$ cat src/rtl/bm_pkg.sv
// bm_pkg: types and defaults shared by the block-matching pipeline stages.
//   COST_W_DEF : default matching-cost width, equal to the Hamming-stage sum width.
//   coords_t   : pixel coordinates, with [1] = y and [0] = x.
//   disp_t     : disparity / candidate index.
//   state_e    : per-pixel sweep state of the winner-take-all selector.
package bm_pkg;

  localparam int COST_W_DEF = 8;

  typedef logic [1:0][7:0] coords_t;
  typedef logic [7:0]      disp_t;

  typedef enum logic {
    IDLE  = 1'b0,
    ACCUM = 1'b1
  } state_e;

endpackage

$ cat src/rtl/min2_update.sv
// min2_update: a purely combinational step that tracks the minimum and second-minimum.
// It folds one (cost, idx) candidate into a running (best, best_idx, second) triple.
// Comparisons are strict, so on a tie the earlier (lower) index keeps the win.
//   best_i, best_idx_i, second_i : running triple before this candidate.
//   cost_i, idx_i                : candidate cost and its disparity.
//   best_o, best_idx_o, second_o : updated triple.
module min2_update
  import bm_pkg::*;
#(
  parameter int COST_W = COST_W_DEF
) (
  input  logic [COST_W-1:0] best_i,
  input  disp_t             best_idx_i,
  input  logic [COST_W-1:0] second_i,
  input  logic [COST_W-1:0] cost_i,
  input  disp_t             idx_i,
  output logic [COST_W-1:0] best_o,
  output disp_t             best_idx_o,
  output logic [COST_W-1:0] second_o
);

  always_comb begin
    best_o     = best_i;
    best_idx_o = best_idx_i;
    second_o   = second_i;
    if (cost_i < best_i) begin
      second_o   = best_i;
      best_o     = cost_i;
      best_idx_o = idx_i;
    end else if (cost_i < second_i) begin
      second_o   = cost_i;
    end
  end

endmodule

$ cat src/rtl/disparity_wta_select.sv
// disparity_wta_select: a winner-take-all disparity selector.
// It consumes one candidate cost per cycle for each pixel, with indices 0..NUM_DISP-1 in order.
// After the last candidate it emits the winning disparity, the best cost and a uniqueness
// flag. The flag is set when the second-best cost is at least best + MARGIN.
//
// Handshake: there is no backpressure. A beat is a cycle with cost_valid_i high, and every
// beat is consumed in the cycle it is presented. disp_valid_o and seq_err_o are one-cycle
// strobes, registered one cycle after the causing beat. The result outputs hold their values
// between disp_valid_o strobes.
//
// Ports:
//   clk, reset    : clock; synchronous active-high reset.
//   cost_i        : candidate cost.
//   cost_valid_i  : beat qualifier for cost_i, coords_i and blk_index_i.
//   coords_i      : pixel coordinates {y, x}.
//   blk_index_i   : candidate index. The upper byte must be zero.
//   disp_o        : winning disparity.
//   best_cost_o   : minimum cost.
//   coords_o      : coordinates of the resolved pixel.
//   confident_o   : second_min >= best + MARGIN.
//   disp_valid_o  : result strobe.
//   seq_err_o     : protocol-violation strobe.
//   state_o       : current sweep state, for observation.
module disparity_wta_select
  import bm_pkg::*;
#(
  parameter int NUM_DISP = 64,
  parameter int COST_W   = COST_W_DEF,
  parameter int MARGIN   = 4
) (
  input  logic              clk,
  input  logic              reset,
  input  logic [COST_W-1:0] cost_i,
  input  logic              cost_valid_i,
  input  logic [15:0]       coords_i,
  input  logic [15:0]       blk_index_i,
  output logic [7:0]        disp_o,
  output logic [COST_W-1:0] best_cost_o,
  output logic [15:0]       coords_o,
  output logic              confident_o,
  output logic              disp_valid_o,
  output logic              seq_err_o,
  output state_e            state_o
);

  localparam disp_t             LAST_IDX   = disp_t'(NUM_DISP - 1);
  localparam logic [COST_W:0]   MARGIN_EXT = (COST_W + 1)'(MARGIN);

  state_e            state;
  coords_t           cur_coords;
  logic [COST_W-1:0] best;
  disp_t             best_idx;
  logic [COST_W-1:0] second;
  disp_t             exp_idx;

  logic [COST_W-1:0] nxt_best;
  disp_t             nxt_best_idx;
  logic [COST_W-1:0] nxt_second;

  disp_t idx;
  logic  idx_hi_ok;
  logic  idx_zero;
  logic  beat_ok;
  logic  is_last;
  logic  conf_next;

  // A non-zero upper index byte can never be a legal index. Such a beat is treated as a
  // mismatch rather than being silently aliased onto [7:0].
  assign idx       = blk_index_i[7:0];
  assign idx_hi_ok = (blk_index_i[15:8] == 8'd0);
  assign idx_zero  = idx_hi_ok && (idx == 8'd0);
  assign beat_ok   = idx_hi_ok && (idx == exp_idx) && (coords_i == cur_coords);
  assign is_last   = (idx == LAST_IDX);

  min2_update #(.COST_W(COST_W)) u_min2 (
    .best_i     (best),
    .best_idx_i (best_idx),
    .second_i   (second),
    .cost_i     (cost_i),
    .idx_i      (idx),
    .best_o     (nxt_best),
    .best_idx_o (nxt_best_idx),
    .second_o   (nxt_second)
  );

  // The sum is one bit wider than the costs, so best + MARGIN cannot wrap. An untouched
  // all-ones second still compares by its numeric value.
  assign conf_next = ({1'b0, nxt_second} >= ({1'b0, nxt_best} + MARGIN_EXT));

  assign state_o = state;

  always_ff @(posedge clk) begin
    if (reset) begin
      state        <= IDLE;
      cur_coords   <= '0;
      best         <= '0;
      best_idx     <= '0;
      second       <= '0;
      exp_idx      <= '0;
      disp_o       <= '0;
      best_cost_o  <= '0;
      coords_o     <= '0;
      confident_o  <= 1'b0;
      disp_valid_o <= 1'b0;
      seq_err_o    <= 1'b0;
    end else begin
      disp_valid_o <= 1'b0;
      seq_err_o    <= 1'b0;
      if (cost_valid_i) begin
        case (state)
          IDLE: begin
            if (idx_zero) begin
              cur_coords <= coords_i;
              best       <= cost_i;
              best_idx   <= '0;
              second     <= '1;
              exp_idx    <= 8'd1;
              state      <= ACCUM;
            end else begin
              seq_err_o  <= 1'b1;
            end
          end
          ACCUM: begin
            if (idx_zero) begin
              // An index-0 beat mid-sweep restarts the sweep. The partial pixel is dropped
              // and this beat becomes the first candidate of a new pixel.
              seq_err_o  <= 1'b1;
              cur_coords <= coords_i;
              best       <= cost_i;
              best_idx   <= '0;
              second     <= '1;
              exp_idx    <= 8'd1;
            end else if (beat_ok) begin
              best     <= nxt_best;
              best_idx <= nxt_best_idx;
              second   <= nxt_second;
              if (is_last) begin
                disp_o       <= nxt_best_idx;
                best_cost_o  <= nxt_best;
                coords_o     <= cur_coords;
                confident_o  <= conf_next;
                disp_valid_o <= 1'b1;
                state        <= IDLE;
              end else begin
                exp_idx <= exp_idx + 8'd1;
              end
            end else begin
              seq_err_o <= 1'b1;
              state     <= IDLE;
            end
          end
          default: state <= IDLE;
        endcase
      end
    end
  end

endmodule

$ cat config.mk
export PLATFORM = sky130hd
export DESIGN_NAME = disparity_wta_select
export DESIGN_NICKNAME = d
export VERILOG_FILES = /design/src/rtl/bm_pkg.sv /design/src/rtl/min2_update.sv /design/src/rtl/disparity_wta_select.sv
export SDC_FILE = /design/constraint.sdc
export NUM_CORES = 1
export LEC_CHECK = 0
export BUFFER_PORTS_ARGS = -buffer_cell sky130_fd_sc_hd__buf_2
export CAP_MARGIN = 5
export CORE_AREA = 3 3 106 108
export DETAILED_ROUTE_END_ITERATION = 8
export DIE_AREA = 0 0 109 111
export PLACE_DENSITY_LB_ADDON = 0.1
export REMOVE_ABC_BUFFERS = 1
export SLEW_MARGIN = 20
export SYNTH_ARGS = -nofsm -noshare
export SYNTH_HDL_FRONTEND = slang
export SYNTH_SLANG_ARGS = --single-unit
$ cat constraint.sdc
create_clock -name clk -period 3.4 [get_ports clk]
set_input_delay 0.51 -clock clk [delete_from_list [all_inputs] [get_ports clk]]
set_output_delay 0.51 -clock clk [all_outputs]
set_load 0.01 [all_outputs]
==> impl_metrics.ini <==
[timing]
fmaxAchievable_mhz = 307
worstMarginPinSlew_ns = 0.816
period_share_pct = 95.8
tns_ns = 0
maxSlewViolCount = 0
rsz0062_at_grt = no
hold_violations = 0
finalSetupViolCount = 0
fin_hold_ws_ns = 0.411
finalClockSkew_ns = 0.0147
period_needed_ns = 3.26
slew_headroom_pct = 44.9

[floorplanning]
coreArea_sq_um = 10300
start_util_pct = 45.1
rows = 37
die_h_microns = 111
dieArea_sq_um = 12100
die_w_microns = 109
pin_count = 79

[final_layout]
diodes = 0
final_nets = 674
fin_cells = 748
layout-drive-gt1-share_pct = 26.3
syn2layout_area_growth_pct = 20.5
post-route-util_pct = 54.3

[place]
dpl.hpwl_mm = 8.58
gp_congestion = 0.850
port_buffers = 78
dpl.cell_count = 732

[setup_path]
crit_fanout = 4
path_class = flip-flop to flip-flop
cp_common_cell = a2111o_1
worstPathArrival_ns = 3.48
regToRegStartpoint = best[1]
worstPathRequired_ns = 3.62
crit_buf_inv = 2
critPathLaunch = best[1]
cpPeakStageDelay_ns = 0.41
path_cells = inv_1 -> ha_1 -> a2111o_1 -> a31oi_4 -> mux2_4 -> ha_4 -> buf_4 -> xor2_1 -> ha_2 -> a2111o_1 -> a31oi_1 -> o21ai_1 -> o2111ai_1 -> o41ai_1
start_kind = flip-flop
critPathSlowestCell = a2111o_1
crit_family = compound AO/OA/AOI/OAI gates
worstSetupEndpointType = flip-flop

[min_path]
hold_class = input pin to flip-flop
holdCritStartpoint = coords_i[15]

[global_route]
grt_pass1_vias = 3938
overflow = 0
grt_max_degree = 56
grt.total_usage_pct = 19.9
grt_pass1_wl_mm = 19.3
antenna_found_initial = 0

[clock_network]
root_buffer = clkbuf_8
htreeDepth = 3
clk_path_buf_depth = 2
cts_hold_buf = 0
cts.sinks = 84
cts_buffers = 9
insertion_delay_ns = 0.35
cts_tree = yes
clk_pin_slew_ns = 0.09

[route]
drt_iter0_drc = 162
drtPass1Iterations = 4
drc = 0
routed_via_density = 5.48
postRouteAntennaNets = 0
totalWireLength_mm = 11.7
vias = 4098
routedWlPerCell_microns = 15.7

[yosys]
synth_flop_cell = dfxtp_1
synthDistinctLibCells = 51
yosys_register_bits = 84
syn_area_per_cell_sq_um = 9.15
ys_seq_area_share_pct = 36.1
syn-instance-count = 509
netlist_area_sq_um = 4660
yosysWarningCount = 0
async_reset_ff_share_pct = 0
synth_edf_count = 0

[pwr]
leakage_nw = 2.24
total_power_mw = 2.00
power_density_nw_per_um2 = 357
ir_drop_v = 0.000200

[job]
max_cap_violations = 0

[outcome]
status = completed
==> cell type report <==
cell class | count | area, sq um
multi-input combinational | 379 | 2790
inverter | 20 | 75.1
tap | 136 | 170
clock inverter | 4 | 72.6
clock buffer | 12 | 145
sequential | 84 | 1680
timing repair buffer | 113 | 669
fill | 972 | 4720
==> cell usage in the layout (no fill, tap or decap), drive strengths merged, types with 12 or more instances in the layout <==
cell	netlist	routed
buf	11	113
dfxtp	84	84
nand2	65	65
mux2i	50	50
nor2	49	49
a21oi	42	42
ha	24	24
inv	19	19
xnor2	17	17
xor2	14	14
a211oi	13	13
clkbuf	15	12
nor4	12	12
==> report_power, final <==
part           internal (mW)  switching (mW)  total, mW
clock                  0.434           0.366      0.800
combinational         0.0942           0.125      0.219
sequential             0.983        0.000264      0.984
==> flip-flops by register name, indices dropped and copies added (netlist names) <==
signal,flops
best,8
best_cost_o,8
best_idx,8
confident_o,1
coords_o,16
cur_coords,16
disp_o,8
disp_valid_o,1
exp_idx,8
second,8
seq_err_o,1
state_o,1
==> cell families (layout without fill, tap and decap cells) <==
group,Yosys count,count (layout),share of synthesized area [%]
adder cells (fa/ha/maj),24,24,6.45
AO/OA/AOI/OAI,103,103,17.2
multiplexers,54,54,11.7
XOR/XNOR,31,31,5.83
AND/OR/NAND/NOR,167,167,17.5
buffers and inverters,46,149,5.19
flip-flops,84,84,36.1
==> routing by layer <==
metal  global-route usage, %  vias to the layer above  part of all wire (%)
met5                       0                        -                     0
li1                        -                     2028                     -
met4                    6.14                        0                   1.4
met2                    32.9                       85                    49
met3                    3.44                       14                   3.8
met1                    26.0                     1971                    46
==> worst min-delay path: stages <==
cell and delay, ns:
buf_2 0.11, nand2_1 0.05, a21oi_1 0.05
==> Yosys cell counts (2+ instances only) <==
library cell	n	area share, %
buf_4	3	0.48
a21oi_1	42	4.5
nand2_1	65	5.2
and4_1	2	0.38
buf_8	2	0.65
o21ai_0	10	1.1
o221ai_1	8	1.5
nand3_1	11	1.2
xor2_1	14	2.6
or4_1	5	0.81
clkbuf_1	15	1.2
a41oi_1	2	0.38
nand2b_1	5	0.67
nor4_4	2	0.91
mux2i_1	50	11
a211oi_2	13	3.5
nor2_1	48	3.9
nand4_1	10	1.3
a2111o_1	2	0.48
inv_1	19	1.5
a31oi_1	2	0.27
nor4_1	9	1.2
mux2_2	4	0.97
buf_6	2	0.48
o31ai_1	4	0.65
or3_1	2	0.27
xnor2_1	17	3.2
dfxtp_1	84	36
buf_2	3	0.32
and3_1	3	0.40
ha_1	24	6.4
a32o_1	8	1.7
==> what timing repair did <==
item / 4_1_cts / 5_1_grt
setup endpoints to repair: 1 / 1
pin swaps: 2 / 7
buffers inserted: 0 / 1
gates cloned: 0 / 0
gates resized for setup: 2 / 11
==> path summary, 6_finish.rpt <==
| check | endpoint | slack [ns] | cells after the start |
|---|---|---|---|
| setup / recovery | confident_o | 0.14 | 14 |
| setup reg to reg | confident_o | 0.14 | 14 |
| hold reg to reg | cur_coords[6] | 0.49 | 2 |
| hold / removal | cur_coords[15] | 0.41 | 3 |
==> stage by stage <==
| step | area [sq um] | setup slack, ns |
|---|---|---|
| floorplan | 4490 | -2.23 |
| global placement | 5350 | -0.177 |
| detailed placement | 5350 | -0.309 |
| CTS | 5570 | 0.0000999 |
| global route | 5610 | 0.00846 |
| finish | 5610 | 0.143 |
Note: power is estimated with default switching activity, not from simulation.
